### src/rtl/cdm16_seq_acc.sv
// Sequential 16x16 carry-disregard multiplier controller: steps an external 8x4
// partial-product block over 8 slices and accumulates the shifted results.
module cdm16_seq_acc #(
    parameter bit CARRY_DISREGARD = 1'b0,
    parameter bit REG_PP          = 1'b0
) (
    input  logic        clk,
    input  logic        rst_n,
    input  logic        in_valid,
    output logic        in_ready,
    input  logic [15:0] a,
    input  logic [15:0] b,
    output logic [7:0]  cda_a,
    output logic [3:0]  cda_b,
    input  logic [11:0] cda_r,
    output logic        out_valid,
    input  logic        out_ready,
    output logic [31:0] p,
    output logic        busy
);

    typedef enum logic [1:0] {
        IDLE  = 2'd0,
        RUN   = 2'd1,
        DRAIN = 2'd2,
        DONE  = 2'd3
    } state_t;

    state_t      state_q;
    logic [2:0]  step_q;
    logic [15:0] a_q;
    logic [15:0] b_q;
    logic [31:0] acc_q;
    logic [11:0] pp_q;
    logic [4:0]  sh_q;
    logic        in_ready_q;
    logic        out_valid_q;
    logic        busy_q;
    logic [7:0]  cda_a_q;
    logic [3:0]  cda_b_q;
    logic [31:0] p_q;

    logic [2:0]  step_d;
    logic [31:0] term_d;
    logic [31:0] acc_d;

    function automatic logic [31:0] combine(input logic [31:0] x, input logic [31:0] y);
        return CARRY_DISREGARD ? (x ^ y) : (x + y);
    endfunction

    function automatic logic [4:0] shift_of(input logic [2:0] k);
        return {1'b0, k[0], 3'b000} + {1'b0, k[2:1], 2'b00};
    endfunction

    function automatic logic [7:0] slice_a(input logic [15:0] x, input logic [2:0] k);
        return k[0] ? x[15:8] : x[7:0];
    endfunction

    function automatic logic [3:0] nibble_b(input logic [15:0] x, input logic [2:0] k);
        logic [3:0] n;
        case (k[2:1])
            2'd0:    n = x[3:0];
            2'd1:    n = x[7:4];
            2'd2:    n = x[11:8];
            2'd3:    n = x[15:12];
            default: n = 4'h0;
        endcase
        return n;
    endfunction

    // Term to fold into the accumulator this cycle: live result or the registered one.
    always_comb begin
        step_d = step_q + 3'd1;
        if (REG_PP) begin
            term_d = 32'(pp_q) << sh_q;
        end else begin
            term_d = 32'(cda_r) << shift_of(step_q);
        end
        acc_d = combine(acc_q, term_d);
    end

    // Control FSM, datapath registers and registered outputs.
    always_ff @(posedge clk or negedge rst_n) begin
        if (!rst_n) begin
            state_q     <= IDLE;
            step_q      <= 3'd0;
            a_q         <= 16'h0000;
            b_q         <= 16'h0000;
            acc_q       <= 32'h0000_0000;
            pp_q        <= 12'h000;
            sh_q        <= 5'd0;
            in_ready_q  <= 1'b1;
            out_valid_q <= 1'b0;
            busy_q      <= 1'b0;
            cda_a_q     <= 8'h00;
            cda_b_q     <= 4'h0;
            p_q         <= 32'h0000_0000;
        end else begin
            case (state_q)
                IDLE: begin
                    if (in_valid && in_ready_q) begin
                        a_q        <= a;
                        b_q        <= b;
                        acc_q      <= 32'h0000_0000;
                        step_q     <= 3'd0;
                        pp_q       <= 12'h000;
                        sh_q       <= 5'd0;
                        cda_a_q    <= a[7:0];
                        cda_b_q    <= b[3:0];
                        in_ready_q <= 1'b0;
                        busy_q     <= 1'b1;
                        state_q    <= RUN;
                    end
                end
                RUN: begin
                    acc_q <= acc_d;
                    if (REG_PP) begin
                        pp_q <= cda_r;
                        sh_q <= shift_of(step_q);
                    end
                    if (step_q == 3'd7) begin
                        step_q  <= 3'd0;
                        cda_a_q <= 8'h00;
                        cda_b_q <= 4'h0;
                        if (REG_PP) begin
                            state_q <= DRAIN;
                        end else begin
                            state_q     <= DONE;
                            busy_q      <= 1'b0;
                            out_valid_q <= 1'b1;
                            p_q         <= acc_d;
                        end
                    end else begin
                        step_q  <= step_d;
                        cda_a_q <= slice_a(a_q, step_d);
                        cda_b_q <= nibble_b(b_q, step_d);
                    end
                end
                DRAIN: begin
                    acc_q       <= acc_d;
                    pp_q        <= 12'h000;
                    sh_q        <= 5'd0;
                    state_q     <= DONE;
                    busy_q      <= 1'b0;
                    out_valid_q <= 1'b1;
                    p_q         <= acc_d;
                end
                DONE: begin
                    // Product stays frozen until the consumer takes it.
                    if (out_ready) begin
                        out_valid_q <= 1'b0;
                        p_q         <= 32'h0000_0000;
                        in_ready_q  <= 1'b1;
                        state_q     <= IDLE;
                    end
                end
                default: begin
                    state_q <= IDLE;
                end
            endcase
        end
    end

    assign in_ready  = in_ready_q;
    assign out_valid = out_valid_q;
    assign p         = p_q;
    assign busy      = busy_q;
    assign cda_a     = cda_a_q;
    assign cda_b     = cda_b_q;

endmodule

### config.mk
export PLATFORM = sky130hd
export DESIGN_NAME = cdm16_seq_acc
export DESIGN_NICKNAME = d
export VERILOG_FILES = /design/src/rtl/cdm16_seq_acc.sv
export SDC_FILE = /design/constraint.sdc
export NUM_CORES = 1
export LEC_CHECK = 0
export ABC_AREA = 0
export BUFFER_PORTS_ARGS = -buffer_cell sky130_fd_sc_hd__buf_4
export CORE_MARGIN = 1
export CORE_UTILIZATION = 45
export CTS_CLUSTER_SIZE = 25
export DETAILED_ROUTE_END_ITERATION = 16
export GPL_ROUTABILITY_DRIVEN = 0
export MAX_ROUTING_LAYER = met4
export PLACE_DENSITY = 0.64
export REMOVE_ABC_BUFFERS = 1
export SLEW_MARGIN = 10
export SYNTH_ARGS = -nofsm -noshare
export SYNTH_HDL_FRONTEND = slang
export SYNTH_SLANG_ARGS = --single-unit
### constraint.sdc
create_clock -name clk -period 4 [get_ports clk]
set_clock_uncertainty 0.05 [all_clocks]
set_input_delay 0.4 -clock clk [delete_from_list [all_inputs] [get_ports clk]]
set_output_delay 0.4 -clock clk [all_outputs]
set_load 0.005 [all_outputs]
### After elaboration in Yosys (flattened, before gate mapping)

Index checks and enable logic that the tools add are counted.

| word-level totals | value |
|---|---|
| word-level logic and storage cells | 70 |
| bits of input ports | 48 |
| bits in registers | 116 |

| cells by class | value |
|---|---|
| add/subtract/negate cells | 3 |
| multiplexer cells | 29 |
| shift operators | 1 |
| equality and inequality tests | 10 |
| reduce and logical (&&, ||, !) cells | 16 |

Operator list:

| cell | count |
|---|---|
| 32-bit 2-to-1 mux | 3 |
| 32-bit one-hot mux with 3 select lines | 1 |
| 32-bit one-hot mux with 2 select lines | 1 |
| 32-bit adder | 1 |
| 12-bit by 5-bit left shift with 32-bit output | 1 |
| 8-bit 2-to-1 mux | 3 |
| 4-bit one-hot mux with 4 select lines | 1 |
| 8-bit one-hot mux with 2 select lines | 1 |
| 3-bit AND reduction | 4 |
| 2-bit equality test (second input constant) | 4 |
| 4-bit 2-to-1 mux | 2 |
| 2-bit one-hot mux with 4 select lines | 1 |
| 4-bit one-hot mux with 2 select lines | 1 |
| 1-bit 2-to-1 mux | 6 |
| 2-bit 2-to-1 mux | 3 |
| 3-bit 2-to-1 mux | 2 |
| 2-bit != test (second input constant) | 3 |
| 1-bit one-hot mux with 3 select lines | 2 |
| 3-bit one-hot mux with 2 select lines | 1 |
| 2-bit AND reduction | 3 |
| 2-bit nonzero test | 3 |
| 3-bit nonzero test | 2 |
| 4-bit by 4-bit adder with 5-bit output | 1 |
| 2-bit by 1-bit equality test with 1-bit output (second input constant) | 2 |
| 6 further kinds | 7 |

### Depth between registers and ports, before layout

| logic depth | value |
|---|---|
| depth in word-level cells | 5 |
| mapped depth | 16 |
| mapped depth without buffers | 15 |

### Worst setup path before layout

OpenSTA, ideal clock, no wires.

| path | value |
|---|---|
| kind | reg-to-reg |
| start | register step_q[0] |
| end | register p_q[24] (netlist: p[24]) |
| required time | 3.821 ns |
| slack | 0.337 ns |
| cell stages (with the launch flop) | 15 |
| library setup time | 0.129 ns |
| data arrival time | 3.484 ns |
| path through | dfrtp_1 ha_1 buf_1 mux2i_1 o22ai_1 nor2b_1 ha_1 and2_4 a221o_1 a21oi_2 a21oi_2 a221o_1 a41oi_1 xor2_1 o21ai_0 |

| on the way | value |
|---|---|
| word-level cells in the longest chain between the ends | 5 |

Ends and longest elaborated chain:

| element | line | text |
|---|---|---|
| start, declared | 30 | `logic [2:0] step_q;` |
| start signal, assigned | 134 | `step_q <= step_d;` |
| 4-bit by 4-bit adder with 5-bit output | 52 | `return {1'b0, k[0], 3'b000} + {1'b0, k[2:1], 2'b00};` |
| 12-bit by 5-bit left shift with 32-bit output | 77 | `term_d = 32'(cda_r) << shift_of(step_q);` |
| 32-bit adder | 48 | `return CARRY_DISREGARD ? (x ^ y) : (x + y);` |
| 32-bit 2-to-1 mux | 121 | `if (step_q == 3'd7) begin` |
| 32-bit one-hot mux with 3 select lines | 99 | `case (state_q)` |
| end signal, assigned | 97 | `p_q <= 32'h0000_0000;` |
| end signal, assigned | 131 | `p_q <= acc_d;` |
| end signal, assigned | 146 | `p_q <= acc_d;` |
| end, declared | 41 | `logic [31:0] p_q;` |

Several ways; a longest one is shown, not always the timed one. The select of a mux whose other input is x is not followed.
A chain may end at the register's enable or synchronous reset.

### Final worst setup path

| path | value |
|---|---|
| start | register step_q[2] |
| end | register p_q[30] (netlist: p[30]) |

Same word-level chain as after synthesis.

==> metrics.yaml <==
run_status: "finished, final reports clean"
criticalPathCategory: "reg2reg"
rsz_0062_raised_after_global_routing: "false"
grt_max_degree: 54
top_library_cells_by_usage_in_the_layout_fill_and_taps_aside: "dfrtp_1 (115), buf_4 (112), nand2_1 (69), a22o_1 (60), a21oi_1 (51)"
power.internal_mw: 4.33
power.share.switching: 0.409
boundaryPins: 95
power_density_nw_per_um2: 877
floorplan.initialDensity: 0.464
placement.io_buffers: 94
cpMaxStageDelayCell: "dfrtp_1"
min_delay_worst_endpoint: "a_q[13]"
worst_r2r_path_depth: 13
insertion_delay_ns: 0.43
avg_cell_area_syn_sq_um: 10.1
finalNonFillerCells: 970
clk_sink_count: 116
fin_crit_ns: 3.66
worst-r2r-setup-slack_ns: 0.34
floorplan.rows: 44
fillCellCount: 1246
end_kind: "flop"
power.sequential.fraction: 0.267
max_clock_freq_ghz: 0.273
post_drt_via_cell_ratio: 5.74
critical_path_arrival_ns: 3.92
critical_path.startpoint_type: "flop"
crit_fanout: 13
path_cells: "ha_4, mux2i_1, o22ai_1, and2_1, ha_1, a21oi_1, nor2_1, a211o_1, or3_1, or3_1, a21oi_1, nor3_1, a22o_1"
synthesized_netlist_cell_count: 673
synth.distinct_cells: 55
worst_hold_path_depth: 2
setup_tns_ns: 0
regToRegStartpoint: "step_q[2]"
static-leakage-power_nw: 4.02
die_x_microns: 125
dpl.cell_count: 934
ys_seq_elements: 116
synth.top_cell.area_share: 0.425
cts_inserted_buffers: 17
ctsLongestPathBuffers: 2
sequential_share_of_the_synthesized_area: 0.429
postLayoutCoreUtil: 0.573
cell_taking_the_most_area_after_synthesis: "dfrtp_1"
setup_violations: 0
post_synth_instance_area_sq_um: 6780
critical_path_required_ns: 4.26
detailedRoute.firstIterationViolations: 336
finalHoldViolations: 0
worst_slew_pin_slew_ns: 0.901
nNetsFinal: 862
critPathBufInv: 0
drv_slew: 0
globalRouteOverflowTotal: 0
peak_supply_drop_v: 0.000417
detailroute.via_count: 5571
area_of_the_multi_input_gates_sq_um: 3730
antenna_found_initial: 0
antenna-diode-count: 0
routed_wire_length_per_instance_microns: 17.9
height_of_the_die_microns: 125
detailedRoute.firstPassIterationCount: 5
timing.hold.worst.class: "in2reg"
maxCapViolCount: 0
design.die.area_sq_um: 15600
seqCellArea_sq_um: 2900
layout-drive-gt1-share: 0.254
synthToLayoutAreaGrowth_pct: 23.4
via_count_of_the_first_global_routing_pass: 5564
critical_path.reg2reg.endpoint: "p[30]"
ys.warnings.count: 0
crit_family: "simple AND/OR/NAND/NOR gates"
floorplan.core_area_sq_um: 14600
min_period_over_period: 0.915
power_frac_clock: 0.209
slew-limit-headroom: 0.399
final_common_cell: "dfrtp_1"
synth-edff-count: 0
cts-root-buf: "clkbuf_16"
drt-total-wl_microns: 17300
timing.hold.worst.start: "a[13]"
synth_ff_type: "dfrtp_1"
asyncSetResetFlopFracSynth: 1.00
clock_tree.htree_level_count: 4
drtAntennaViolNets: 0
comb_power_share: 0.524
cts_tree: "built"
track_usage: 0.240
clock_pin_slew_on_the_worst_setup_and_hold_paths_ns: 0.06
synth.top_cells.by_area: "dfrtp_1 (42%), a22o_1 (7.8%), ha_1 (7.4%), mux2_2 (6.6%), nand2_1 (3.8%)"
p_sw_mw: 3.00
route.detailed.drc: 0
max_stage_delay_ns: 0.43
dp_hpwl_microns: 12700
grt_pass1_wl_microns: 28500
[sequential cells by signal, indices dropped and copies added, names as in the netlist]
signal / flops
state_q: 2
cda_a: 8
cda_b: 4
out_valid: 1
b_q: 16
a_q: 16
in_ready: 1
p: 32
acc_q: 32
step_q: 3
busy: 1
[worst max path at each step]
stage                    from   endpoint  depth (start not counted)
global route        step_q[2]      p[30]                         15
floorplan           step_q[0]      p[30]                         15
finish              step_q[2]      p[30]                         13
detailed placement  step_q[2]  acc_q[24]                         15
global placement    step_q[2]      p[30]                         15
CTS                 step_q[2]      p[30]                         15
[per-stage QoR]
step / power (mW) / hold slack [ns] / instance area (sq um) / worst slack, ns
after floorplan: 4.50 / 0.0544 / 6660 / 0.308
after global placement: 5.68 / 0.417 / 7710 / 0.133
after detailed placement: 5.77 / 0.421 / 7710 / 0.0982
after CTS: 7.34 / 0.139 / 8310 / 0.0661
after global routing: 7.88 / 0.139 / 8360 / 0.0613
final: 7.33 / 0.151 / 8360 / 0.341
[cell type report]
class,count,share of cell area
Clock buffer,18,0.0525
Clock inverter,14,0.0183
Inverter,14,0.00629
Multi-Input combinational cell,511,0.446
Sequential cell,116,0.347
Tap cell,184,0.0275
Timing Repair Buffer,113,0.102
[power by group through the flow]
stage / Sequential [mW] / Clock (mW) / Combinational (mW)
floorplan: 1.93 / 0 / 2.57
detailed placement: 1.96 / 0 / 3.81
finish: 1.96 / 1.53 / 3.84
global route: 2.02 / 1.61 / 4.25
CTS: 1.95 / 1.55 / 3.83
global placement: 1.94 / 0 / 3.73
[logic make-up (layout without fill, tap and decap cells)]
group           after synthesis  count (layout)  synth area share
flops                       116             116             0.429
buf+inv                      46             159            0.0255
compound gates              205             205             0.211
simple gates                183             183             0.128
fa+ha+maj                    41              41            0.0768
xor+xnor                     29              29            0.0375
mux                          53              53            0.0931
[repair_timing]
action,CTS,global route
resized for setup,0,5
buffers inserted,0,3
hold buffers,1,0
hold endpoints to repair,38,0
endpoints found under the setup margin,0,19
[worst reg2reg max path, stage by stage (launching register included)]
cell     delay [ns]
dfrtp_1        0.43
ha_4           0.38
mux2i_1        0.26
o22ai_1        0.12
and2_1         0.20
ha_1           0.37
a21oi_1        0.25
nor2_1         0.08
a211o_1        0.29
or3_1          0.35
or3_1          0.33
a21oi_1        0.12
nor3_1         0.08
a22o_1         0.24
[synth_stat cells (9+ instances only)]
cell,instances
nor2_1,37
dfrtp_1,115
nand3_1,10
xor2_1,13
nand2_1,69
ha_1,40
a21o_1,11
xnor2_1,16
a22o_1,60
nor2b_1,28
and2_1,10
mux2i_1,9
a21oi_1,51
inv_1,13
clkbuf_1,25
o21ai_0,37
mux2_2,40
[routing by layer]
layer  vias up  global-route usage  wire length (microns)
met4         0              0.0985                    435
met3        38              0.0533                    849
met1      2697               0.298                   7720
li1       2667                   -                      -
met5         -                   -                      0
met2       169               0.380                   8340
Note: power is estimated with default switching activity, not from simulation.
